## src/rtl/lsu_pkg.sv

```systemverilog
// Shared types and funct3 encodings for the load/store unit.
package lsu_pkg;

   typedef enum logic [1:0] {
      IDLE   = 2'd0,
      REQ    = 2'd1,
      WAIT_R = 2'd2,
      DONE   = 2'd3
   } lsu_state_t;

   localparam logic [2:0] F3_B  = 3'b000;
   localparam logic [2:0] F3_H  = 3'b001;
   localparam logic [2:0] F3_W  = 3'b010;
   localparam logic [2:0] F3_BU = 3'b100;
   localparam logic [2:0] F3_HU = 3'b101;

   function automatic logic f3_legal(input logic we, input logic [2:0] f3);
      if (we) return (f3 == F3_B) || (f3 == F3_H) || (f3 == F3_W);
      return (f3 == F3_B) || (f3 == F3_H) || (f3 == F3_W) || (f3 == F3_BU) || (f3 == F3_HU);
   endfunction

endpackage

```

## src/rtl/lsu_lane_align.sv

```systemverilog
// Byte-lane steering: store enables/replication and access checks from the core
// fields, load extraction/extension from the latched fields.
module lsu_lane_align
   import lsu_pkg::*;
(
   input  logic        we,
   input  logic [2:0]  funct3,
   input  logic [1:0]  addr_lo,
   input  logic [31:0] wdata,
   input  logic [2:0]  ld_funct3,
   input  logic [1:0]  ld_addr_lo,
   input  logic [31:0] rdata,
   output logic        ok,
   output logic [3:0]  be,
   output logic [31:0] wdata_rep,
   output logic [31:0] rdata_ext
);

   logic        aligned;
   logic [7:0]  byte_v;
   logic [15:0] half_v;

   always_comb begin
      aligned   = 1'b0;
      be        = 4'b1111;
      wdata_rep = wdata;
      case (funct3[1:0])
         2'b00:   aligned = 1'b1;
         2'b01:   aligned = ~addr_lo[0];
         2'b10:   aligned = (addr_lo == 2'b00);
         default: aligned = 1'b0;
      endcase
      ok = f3_legal(we, funct3) & aligned;
      if (we) begin
         case (funct3)
            F3_B: begin
               be        = 4'b0001 << addr_lo;
               wdata_rep = {4{wdata[7:0]}};
            end
            F3_H: begin
               be        = addr_lo[1] ? 4'b1100 : 4'b0011;
               wdata_rep = {2{wdata[15:0]}};
            end
            default: ;
         endcase
      end
   end

   always_comb begin
      byte_v    = 8'(rdata >> {ld_addr_lo, 3'b000});
      half_v    = 16'(rdata >> {ld_addr_lo[1], 4'b0000});
      rdata_ext = rdata;
      case (ld_funct3)
         F3_B:    rdata_ext = {{24{byte_v[7]}}, byte_v};
         F3_H:    rdata_ext = {{16{half_v[15]}}, half_v};
         F3_BU:   rdata_ext = {24'd0, byte_v};
         F3_HU:   rdata_ext = {16'd0, half_v};
         default: rdata_ext = rdata;
      endcase
   end

endmodule

```

## src/rtl/lsu_mem_ctrl.sv

```systemverilog
// Load/store sequencer between the core and a ready/rvalid data-memory port.
//  state  | meaning
//  IDLE   | waiting for core_valid; checks legality/alignment, latches access
//  REQ    | mem_req held with latched fields until mem_ready
//  WAIT_R | load accepted, waiting for mem_rvalid
//  DONE   | stall released, core_rdata valid; core_valid ignored
module lsu_mem_ctrl
   import lsu_pkg::*;
#(
   parameter int TIMEOUT = 16,
   parameter int WORD_AW = 30
) (
   input  logic               clk,
   input  logic               reset,
   input  logic               core_valid,
   input  logic               core_we,
   input  logic [2:0]         core_funct3,
   input  logic [31:0]        core_addr,
   input  logic [31:0]        core_wdata,
   output logic [31:0]        core_rdata,
   output logic               stall,
   output logic               misalign_err,
   output logic               bus_err,
   output logic               mem_req,
   output logic               mem_we,
   output logic [WORD_AW-1:0] mem_addr,
   output logic [3:0]         mem_be,
   output logic [31:0]        mem_wdata,
   input  logic               mem_ready,
   input  logic               mem_rvalid,
   input  logic [31:0]        mem_rdata
);

   localparam int CW = (TIMEOUT > 2) ? $clog2(TIMEOUT) : 1;

   lsu_state_t         state_q, state_d;
   logic [CW-1:0]      cnt_q;
   logic [31:0]        rdata_q;
   logic               we_q;
   logic [2:0]         f3_q;
   logic [1:0]         lo_q;
   logic [WORD_AW-1:0] addr_q;
   logic [3:0]         be_q;
   logic [31:0]        wd_q;

   logic        ok, accept, capture, tc;
   logic [3:0]  be_c;
   logic [31:0] wd_c, rdata_ext;

   lsu_lane_align u_align (
      .we         (core_we),
      .funct3     (core_funct3),
      .addr_lo    (core_addr[1:0]),
      .wdata      (core_wdata),
      .ld_funct3  (f3_q),
      .ld_addr_lo (lo_q),
      .rdata      (mem_rdata),
      .ok         (ok),
      .be         (be_c),
      .wdata_rep  (wd_c),
      .rdata_ext  (rdata_ext)
   );

   assign tc = (cnt_q == CW'(TIMEOUT - 1));

   always_comb begin
      state_d      = state_q;
      stall        = 1'b0;
      misalign_err = 1'b0;
      bus_err      = 1'b0;
      mem_req      = 1'b0;
      accept       = 1'b0;
      capture      = 1'b0;
      case (state_q)
         IDLE: begin
            if (core_valid) begin
               if (ok) begin
                  stall   = 1'b1;
                  accept  = 1'b1;
                  state_d = REQ;
               end else begin
                  misalign_err = 1'b1;
               end
            end
         end
         REQ: begin
            stall   = 1'b1;
            mem_req = 1'b1;
            if (mem_ready) begin
               state_d = we_q ? DONE : WAIT_R;
            end else if (tc) begin
               bus_err = 1'b1;
               state_d = DONE;
            end
         end
         WAIT_R: begin
            stall = 1'b1;
            if (mem_rvalid) begin
               capture = 1'b1;
               state_d = DONE;
            end else if (tc) begin
               bus_err = 1'b1;
               state_d = DONE;
            end
         end
         DONE: state_d = IDLE;
         default: state_d = IDLE;
      endcase
      // Everything is forced quiet during reset, including the combinational stall.
      if (reset) begin
         stall        = 1'b0;
         misalign_err = 1'b0;
         bus_err      = 1'b0;
         mem_req      = 1'b0;
      end
   end

   always_ff @(posedge clk) begin
      if (reset) begin
         state_q <= IDLE;
         cnt_q   <= '0;
         rdata_q <= '0;
         we_q    <= 1'b0;
         f3_q    <= '0;
         lo_q    <= '0;
         addr_q  <= '0;
         be_q    <= '0;
         wd_q    <= '0;
      end else begin
         state_q <= state_d;
         if (accept) begin
            we_q    <= core_we;
            f3_q    <= core_funct3;
            lo_q    <= core_addr[1:0];
            addr_q  <= core_addr[WORD_AW+1:2];
            be_q    <= core_we ? be_c : 4'b1111;
            wd_q    <= wd_c;
            cnt_q   <= '0;
            rdata_q <= '0;
         end else if (state_q == REQ || state_q == WAIT_R) begin
            cnt_q <= cnt_q + CW'(1);
         end
         if (capture) rdata_q <= rdata_ext;
         else if (bus_err) rdata_q <= '0;
      end
   end

   assign mem_we     = mem_req & we_q;
   assign mem_addr   = mem_req ? addr_q : '0;
   assign mem_be     = mem_req ? be_q : '0;
   assign mem_wdata  = mem_req ? wd_q : '0;
   assign core_rdata = reset ? '0 : rdata_q;

endmodule

```

## config.mk

```make
export PLATFORM = sky130hd
export DESIGN_NAME = lsu_mem_ctrl
export DESIGN_NICKNAME = d
export VERILOG_FILES = /design/src/rtl/lsu_pkg.sv /design/src/rtl/lsu_lane_align.sv /design/src/rtl/lsu_mem_ctrl.sv
export SDC_FILE = /design/constraint.sdc
export NUM_CORES = 1
export LEC_CHECK = 0
export BUFFER_PORTS_ARGS = -buffer_cell sky130_fd_sc_hd__buf_2
export CAP_MARGIN = 20
export CORE_MARGIN = 2
export CORE_UTILIZATION = 41
export CTS_BUF_LIST = sky130_fd_sc_hd__clkbuf_16
export CTS_CLUSTER_SIZE = 10
export DETAILED_ROUTE_END_ITERATION = 6
export PLACE_DENSITY = 0.74
export SETUP_SLACK_MARGIN = 0.3
export SYNTH_ARGS = -nofsm -noshare
export SYNTH_HDL_FRONTEND = slang
export SYNTH_SLANG_ARGS = --single-unit
export TNS_END_PERCENT = 10
```

## constraint.sdc

```tcl
create_clock -name clk -period 2.55 [get_ports clk]
set_clock_uncertainty 0.05 [all_clocks]
set_input_delay 0.255 -clock clk [delete_from_list [all_inputs] [get_ports clk]]
set_output_delay 0.255 -clock clk [all_outputs]
set_load 0.01 [all_outputs]
```

---- Yosys cells after proc, flatten, opt, wreduce, memory -nomap -nowiden ----
Index checks and enable logic that the tools add are counted.
operators by class
  equality and inequality tests ........... 15
  shifts and indexed selects .............. 3
  reduce and logical (&&, ||, !) cells .... 14
  $add $sub $neg .......................... 1
  multipliers ............................. 0
  muxes and demuxes ....................... 42
  magnitude comparators ................... 0
  div/mod/pow operators ................... 0
  bitwise logic cells ..................... 3
operators by type and width
  operator             number
  $mux 32              6
  $pmux 32 s4          1
  $pmux 32 s2          1
  $shr 32x5->16        1
  $shr 32x5->8         1
  $mux 30              1
  $mux 1               20
  $eq 3x3->1 const B   4
  $mux 4               3
  $mux 2               5
  $pmux 2 s4           1
  $pmux 4 s2           1
  $eq 2x2->1 const B   3
  $eq 3x1->1 const B   2
  $logic_not 2->1      3
  $logic_not 3->1      2
  $logic_or 1x1->1     5
  $add 4x1->4 const B  1
  $eq 2x1->1 const B   2
  $eq 4x4->1 const B   1
  $ne 2x2->1 const B   2
  $pmux 1 s2           2
  $reduce_or 2->1      2
  $shl 1x2->4 const A  1
  other kinds (6)      7
storage, ports and cells
  latch bits .............................. 0
  register bits after elaboration ......... 110
  memories ................................ 0
  bits in read-only memories .............. 0
  logic and storage cells ................. 87
  RAM bits ................................ 0

---- Longest topological paths before layout ----
Gate-level depths: netlist of the first run.
  word-level depth ........................ 13
  depth in mapped cells ................... 8
  gate-level depth less buffers ........... 6

---- By module ----
Synthesis of the first run repeated with hierarchy kept, for this count alone.
second synthesis, totals
  cells, all modules ...................... 765
  area, all modules ....................... 6100.9 sq um
by module, submodules not included
  module          cells each  times used  area an instance (sq um)
  lsu_mem_ctrl    583         1           4827.1
  lsu_lane_align  182         1           1273.7

---- Least setup slack after synthesis of the first run ----
OpenSTA, ideal clock, no wires.
  kind .................................... flip-flop to flip-flop
  start point ............................. register state_q[1]
  end point ............................... register rdata_q[28]
  clock period less this slack ............ 2.047 ns
  setup time .............................. 0.122 ns
  arrival time ............................ 1.875 ns
  path slack .............................. 0.503 ns
  cell stages (with the launch flop) ...... 9
  cell sequence ........................... dfxtp_1 inv_1 ha_1 clkbuf_1 nor2b_1 o21ai_1 o211a_4 buf_6 a221o_1
between the ends
  word-level cells in the longest chain between the ends .. 5
  elaborated cells on any way between the ends .. 10
  those cells by class .................... 2 x eq/ne; 6 x mux; 2 x reduce/logical
ends and longest elaborated chain
  item                                             RTL line             RTL
  start, declared                                  lsu_mem_ctrl.sv:36   lsu_state_t state_q, state_d;
  start signal, assigned                           lsu_mem_ctrl.sv:130  state_q <= state_d;
  $eq 2x2->1 / $eq 2x1->1 (equally long branches)  lsu_mem_ctrl.sv:74   case (state_q)
  $pmux 1 s2                                       lsu_mem_ctrl.sv:74
  $mux 1                                           lsu_mem_ctrl.sv:110  if (reset) begin
  $mux 32                                          lsu_mem_ctrl.sv:144  else if (bus_err) rdata_q <= '0;
  $mux 32                                          lsu_mem_ctrl.sv:143  if (capture) rdata_q <= rdata_ext;
  end signal, assigned                             lsu_mem_ctrl.sv:143
  end, declared                                    lsu_mem_ctrl.sv:38   logic [31:0] rdata_q;
Several ways; a longest one is shown, not always the timed one.
A chain may end at the register's enable or synchronous reset.

---- Worst setup path in the final report of the first run ----
  start point ............................. register state_q[1]
  end point ............................... register rdata_q[30]
Same word-level chain as after synthesis.

==> results of run 1 <==
[routing by layer]
metal / up-vias / share of wire / global-route usage
met5: - / 0 / 0
met4: 0 / 0.010 / 0.0497
met3: 10 / 0.096 / 0.0906
met2: 208 / 0.48 / 0.342
met1: 2356 / 0.42 / 0.258
li1: 2594 / - / -
[timing repair]
item,4_1_cts,5_1_grt
endpoints found under the setup margin,53,21
gates resized for setup,0,1
buffers inserted,1,0
[cells in the mapped netlist (2+ instances only)]
cell type	n
nor2_1	28
o221ai_1	7
a311oi_1	2
a211oi_1	10
dfxtp_1	110
a21oi_1	72
ha_1	7
o21ai_0	12
buf_6	3
clkbuf_1	41
a221o_1	17
and2_1	67
o21bai_1	2
nor3_1	7
o2bb2ai_1	16
buf_1	4
inv_1	5
xor2_1	2
nand3_1	3
mux2i_1	24
nor3b_1	4
nor2b_1	38
nand2_1	125
o211ai_1	17
buf_2	5
[registers in the layout (all words and copies together) (netlist names), 2 cells and up]
signal and cells:
f3_q 3, state_q 2, lo_q 2, addr_q 30, wd_q 32, cnt_q 4, be_q 4, rdata_q 32
[cell families after synthesis]
family                   after synthesis
AO/OA/AOI/OAI                        165
XOR/XNOR                               3
multiplexers                          26
adder cells (fa/ha/maj)                7
buffers and inverters                 59
AND/OR/NAND/NOR                      279
flip-flops                           110
[through the flow]
step	hold WS [ns]	total power [mW]	util	std cells	cell area, sq um
2_1_floorplan	0.341	2.17	-	649	5330
6_report	0.0822	3.81	0.537	1004	6810
3_5_place_dp	0.389	2.38	0.512	987	6490
5_1_grt	0.0748	3.98	0.537	1004	6810
4_1_cts	0.0705	3.84	0.537	1004	6800
3_3_place_gp	0.385	2.37	0.512	987	6490
[worst paths after layout]
path	startpoint	end	slack, ns
worst min register to register	wd_q[31]	wd_q[31]	0.40
worst min-delay path	core_addr[5]	addr_q[3]	0.08
worst max register to register	state_q[1]	rdata_q[30]	0.41
worst max-delay path	state_q[1]	rdata_q[30]	0.41
[tightest hold or removal path, stage by stage]
cell     delay (ns)
buf_2          0.09
nand2_1        0.04
a21oi_1        0.05
[power breakdown]
| group | total, mW | switching, mW | internal, mW |
|---|---|---|---|
| sequential | 1.82 | 0.0368 | 1.79 |
| combinational | 0.520 | 0.312 | 0.208 |
| clock | 1.47 | 0.621 | 0.847 |
[area by class of cell]
cell class / instances / area share
multi-input combinational: 480 / 0.426
tap: 172 / 0.0316
timing repair buffer: 220 / 0.171
clock inverter: 7 / 0.0120
inverter: 6 / 0.00331
clock buffer: 9 / 0.0331
sequential: 110 / 0.324
==> impl_metrics.env, run 1 <==
export IMPL_synth_top_cell_area_share=0.413
export IMPL_syn_to_final_growth_pct=27.8
export IMPL_multi_input_area_sq_um=2900
export IMPL_fmax_mhz=468
export IMPL_worst_pin_slew_ns=0.783
export IMPL_grt_pass1_wl_microns=23800
export IMPL_coreArea_sq_um=12700
export IMPL_wire_per_inst_microns=14.8
export IMPL_synth_top_flop_cell="dfxtp_1"
export IMPL_cp_depth=6
export IMPL_cp_start_kind="flip-flop"
export IMPL_timing_final_ws_setup_ns=0.414
export IMPL_ios=208
export IMPL_synth_mux_area_frac=0.0514
export IMPL_slew_violations=0
export IMPL_critPathBufInv=1
export IMPL_dpl_hpwl_microns=10600
export IMPL_cts_root_buffer="clkbuf_16"
export IMPL_ys_async_sr_fraction=0
export IMPL_die_h_microns=118
export IMPL_yosysSeqAreaShare=0.413
export IMPL_syn_num_nets=761
export IMPL_synth_adder_area_share=0.0164
export IMPL_ys_seq_elements=110
export IMPL_first_iter_violations=369
export IMPL_hold_buffers=0
export IMPL_drc=0
export IMPL_leakagePower_nw=3.02
export IMPL_grt_overflow_total=0
export IMPL_clkSinkCount=110
export IMPL_grt_pass1_vias=4775
export IMPL_synth_top_area_cell="dfxtp_1"
export IMPL_power_density_nw_per_um2=560
export IMPL_grt_max_degree=63
export IMPL_syn_inst=649
export IMPL_slew_headroom=0.477
export IMPL_layout_common_cells="buf_2, nand2_1, dfxtp_1, a21oi_1, and2_1"
export IMPL_fin_crit_ns=2.14
export IMPL_setup_violations=0
export IMPL_synth_top_family_by_area="simple AND/OR/NAND/NOR gates"
export IMPL_routed_wl_microns=14800
export IMPL_h_tree_depth=3
export IMPL_reg2regPathDepth=6
export IMPL_die_w_microns=118
export IMPL_hold_class="in2reg"
export IMPL_crit_arrival_ns=2.33
export IMPL_insertion_delay_ns=0.35
export IMPL_vdd_drop_max_mv=0.440
export IMPL_crit_path_max_fanout=32
export IMPL_tns_ns=0
export IMPL_regArea_sq_um=2200
export IMPL_hold_depth=3
export IMPL_crit_family="compound AO/OA/AOI/OAI gates"
export IMPL_grt_usage=0.211
export IMPL_mostFrequentLayoutCell="buf_2"
export IMPL_syn_cell_area_sq_um=5330
export IMPL_fin_crit_sh=0.838
export IMPL_finalHoldViolCount=0
export IMPL_ys_types=46
export IMPL_antenna_cells=0
export IMPL_vias_per_cell=5.15
export IMPL_status="complete, no violations"
export IMPL_via_count=5168
export IMPL_post_place_ws_ns=0.397
export IMPL_final_net_count=939
export IMPL_place_port_buffers=207
export IMPL_numCtsBuffers=9
export IMPL_rows=41
export IMPL_gp_congestion=0.801
export IMPL_cts_tree="built"
export IMPL_synth_compound_area_frac=0.211
export IMPL_max_stage_delay_ns=0.43
export IMPL_critPathCaptureType="flip-flop"
export IMPL_yosys_area_share_simple=0.256
export IMPL_path_class="reg2reg"
export IMPL_dr_pass1_iters=4
export IMPL_rsz0062_at_grt="yes"
export IMPL_ys_warn_count=0
export IMPL_crit_chain="inv_1 -> ha_2 -> nor2b_1 -> o21ai_1 -> o211a_4 -> a221o_1"
export IMPL_synthTopCellsByArea="dfxtp_1, nand2_1, and2_1"
export IMPL_synth_avg_cell_area_sq_um=8.21
export IMPL_start_util=0.420
export IMPL_cap_violations=0
export IMPL_clockBufferDepth=2
export IMPL_dieArea_sq_um=13900
export IMPL_crit_path_top_delay_cell="dfxtp_1"
export IMPL_drive_gt1_frac=0.294
export IMPL_synthXorXnorAreaFrac=0.00493
export IMPL_synth_edf_count=0
export IMPL_fillers=1245
export IMPL_path_clk_slew_ns=0.07
export IMPL_ant_nets=0
export IMPL_antenna_found_initial=0
export IMPL_crit_required_ns=2.74
Note: power is estimated with default switching activity, not from simulation.
==> run 2: changes to the inputs <==
Clock period 2.55 ns to 2.19 ns, I/O delays scaled along.
==> run 2 against run 1 <==
Effect of this change:
- final area is 6.2% higher
- wire length up 8.0%
- global-route usage is 0.39 points higher
- combinational power grew 35%
- register-to-register slack got worse by 0.09 ns
- final cell count rose by 1.6%
- largest cell class unchanged
==> impl_metrics.env, run 2 (synthesis results as in run 1) <==
export IMPL_whs_endpoint="addr_q[14]"
export IMPL_path_class="reg2out"
export IMPL_status="complete, no violations"
export IMPL_worst_pin_slew_ns=0.823
export IMPL_crit_chain="inv_6 -> ha_4 -> nor2b_4 -> buf_6 -> clkbuf_16 -> and2_4 -> buf_6"
export IMPL_fin_hold_ws_ns=0.0518
export IMPL_path_clk_slew_ns=0.07
export IMPL_vias_per_cell=5.16
export IMPL_grt_usage=0.215
export IMPL_clkSinkCount=110
export IMPL_fin_crit_sh=0.900
export IMPL_grt_pass1_vias=4806
export IMPL_share_comb_of_total_power=0.159
export IMPL_place_port_buffers=207
export IMPL_first_iter_violations=377
export IMPL_coreArea_sq_um=12700
export IMPL_swShare=0.263
export IMPL_finalHoldViolCount=0
export IMPL_leakagePower_nw=3.15
export IMPL_h_tree_depth=3
export IMPL_die_h_microns=118
export IMPL_vdd_drop_max_mv=0.615
export IMPL_crit_arrival_ns=1.70
export IMPL_crit_top_cell="buf_6"
export IMPL_insertion_delay_ns=0.35
export IMPL_syn_to_final_growth_pct=35.6
export IMPL_cts_tree="built"
export IMPL_numCtsBuffers=9
export IMPL_grt_pass1_wl_microns=24300
export IMPL_wire_per_inst_microns=15.7
export IMPL_grt_max_degree=62
export IMPL_rsz0062_at_grt="yes"
export IMPL_drc=0
export IMPL_grt_overflow_total=0
export IMPL_final_net_count=955
export IMPL_r2r_start="state_q[1]"
export IMPL_fmax_mhz=507
export IMPL_timing_rr_end="rdata_q[30]"
export IMPL_hold_class="in2reg"
export IMPL_ios=208
export IMPL_drive_gt1_frac=0.342
export IMPL_rrSetupSlack_ns=0.32
export IMPL_seq_power_share=0.481
export IMPL_slew_violations=0
export IMPL_reg2regPathDepth=6
export IMPL_fillers=1202
export IMPL_crit_path_top_delay_cell="dfxtp_4"
export IMPL_die_w_microns=118
export IMPL_layout_common_cells="buf_2, nand2_1, dfxtp_1, a21oi_1, and2_1"
export IMPL_crit_required_ns=1.92
export IMPL_hold_buffers=0
export IMPL_p_int_mw=3.25
export IMPL_top_regs="rdata_q: 32 flops, wd_q: 32 flops, addr_q: 30 flops"
export IMPL_max_stage_delay_ns=0.36
export IMPL_switching_power_mw=1.16
export IMPL_crit_path_max_fanout=6
export IMPL_final_design_area_no_fill_sq_um=7220
export IMPL_gp_congestion=0.799
export IMPL_tns_ns=0
export IMPL_routed_wl_microns=16000
export IMPL_dr_pass1_iters=5
export IMPL_crit_start="state_q[1]"
export IMPL_dpl_hpwl_microns=10500
export IMPL_hold_path_startpoint="core_addr[16]"
export IMPL_power_mw=4.41
export IMPL_cp_start_kind="flip-flop"
export IMPL_antenna_cells=0
export IMPL_setup_violations=0
export IMPL_ant_nets=0
export IMPL_slew_headroom=0.450
export IMPL_cap_violations=0
export IMPL_critPathCaptureType="primary output"
export IMPL_power_density_nw_per_um2=611
export IMPL_fin_crit_ns=1.97
export IMPL_via_count=5266
export IMPL_placed_cell_area_sq_um=6540
export IMPL_hold_depth=3
export IMPL_crit_family="buffers and inverters"
export IMPL_critPathBufInv=4
export IMPL_dieArea_sq_um=13900
export IMPL_cts_root_buffer="clkbuf_16"
export IMPL_clockBufferDepth=2
export IMPL_rows=41
export IMPL_pwr_share_clk=0.361
export IMPL_antenna_found_initial=0
export IMPL_mostFrequentLayoutCell="buf_2"
export IMPL_start_util=0.420
run 2: worst max-delay path by stage:
stage | end | slack, ns | cells after the start
2_1_floorplan | rdata_q[28] | 0.30 | 8
3_3_place_gp | rdata_q[26] | 0.19 | 5
3_5_place_dp | rdata_q[16] | 0.16 | 5
4_1_cts | mem_be[0] | 0.21 | 7
5_1_grt | mem_wdata[10] | 0.16 | 7
6_report | mem_addr[2] | 0.22 | 7
run 2: stage by stage:
step | cells | setup slack, ns | util
CTS | 1013 | 0.207 | 0.547
finish | 1020 | 0.219 | 0.570
floorplan | 649 | 0.301 | -
global placement | 992 | 0.185 | 0.516
detailed placement | 992 | 0.159 | 0.516
global route | 1020 | 0.159 | 0.570
run 2: repair_timing:
item	in CTS	in global routing
endpoints found under the setup margin	87	136
cloned	2	5
pin swaps	1	3
setup buffers	3	2
gates resized for setup	7	56
run 2: area by class of cell:
cell class              instances  area, sq um  share of cell area
repair buffers                234         1480               0.204
clock buffers                   9          225              0.0312
clock inverters                 7         56.3             0.00779
well taps                     172          215              0.0298
multi-input cells             482         3020               0.417
inverters                       6         27.5             0.00381
flip-flops and latches        110         2210               0.306
run 2: power by group through the flow:
stage	registers [mW]	logic (mW)	clock network, mW
final	2.12	0.700	1.59
after global placement	2.16	0.607	0
after detailed placement	2.17	0.611	0
after floorplan	2.15	0.387	0
after global routing	2.13	0.771	1.72
after CTS	2.12	0.647	1.62
run 2: per-layer routing:
layer  global-route usage  vias to the layer above  part of all wire
met5                    0                        -                 0
li1                     -                     2646                 -
met4               0.0512                        0            0.0084
met1                0.274                     2400              0.42
met2                0.344                      207              0.49
met3               0.0799                       13             0.083
run 2: worst reg2reg max path: stages, from the launching register on:
cell and delay, ns:
dfxtp_4 0.36, inv_6 0.07, ha_4 0.14, nor2b_2 0.25, o21bai_2 0.16, o211a_2 0.36, a221o_1 0.37
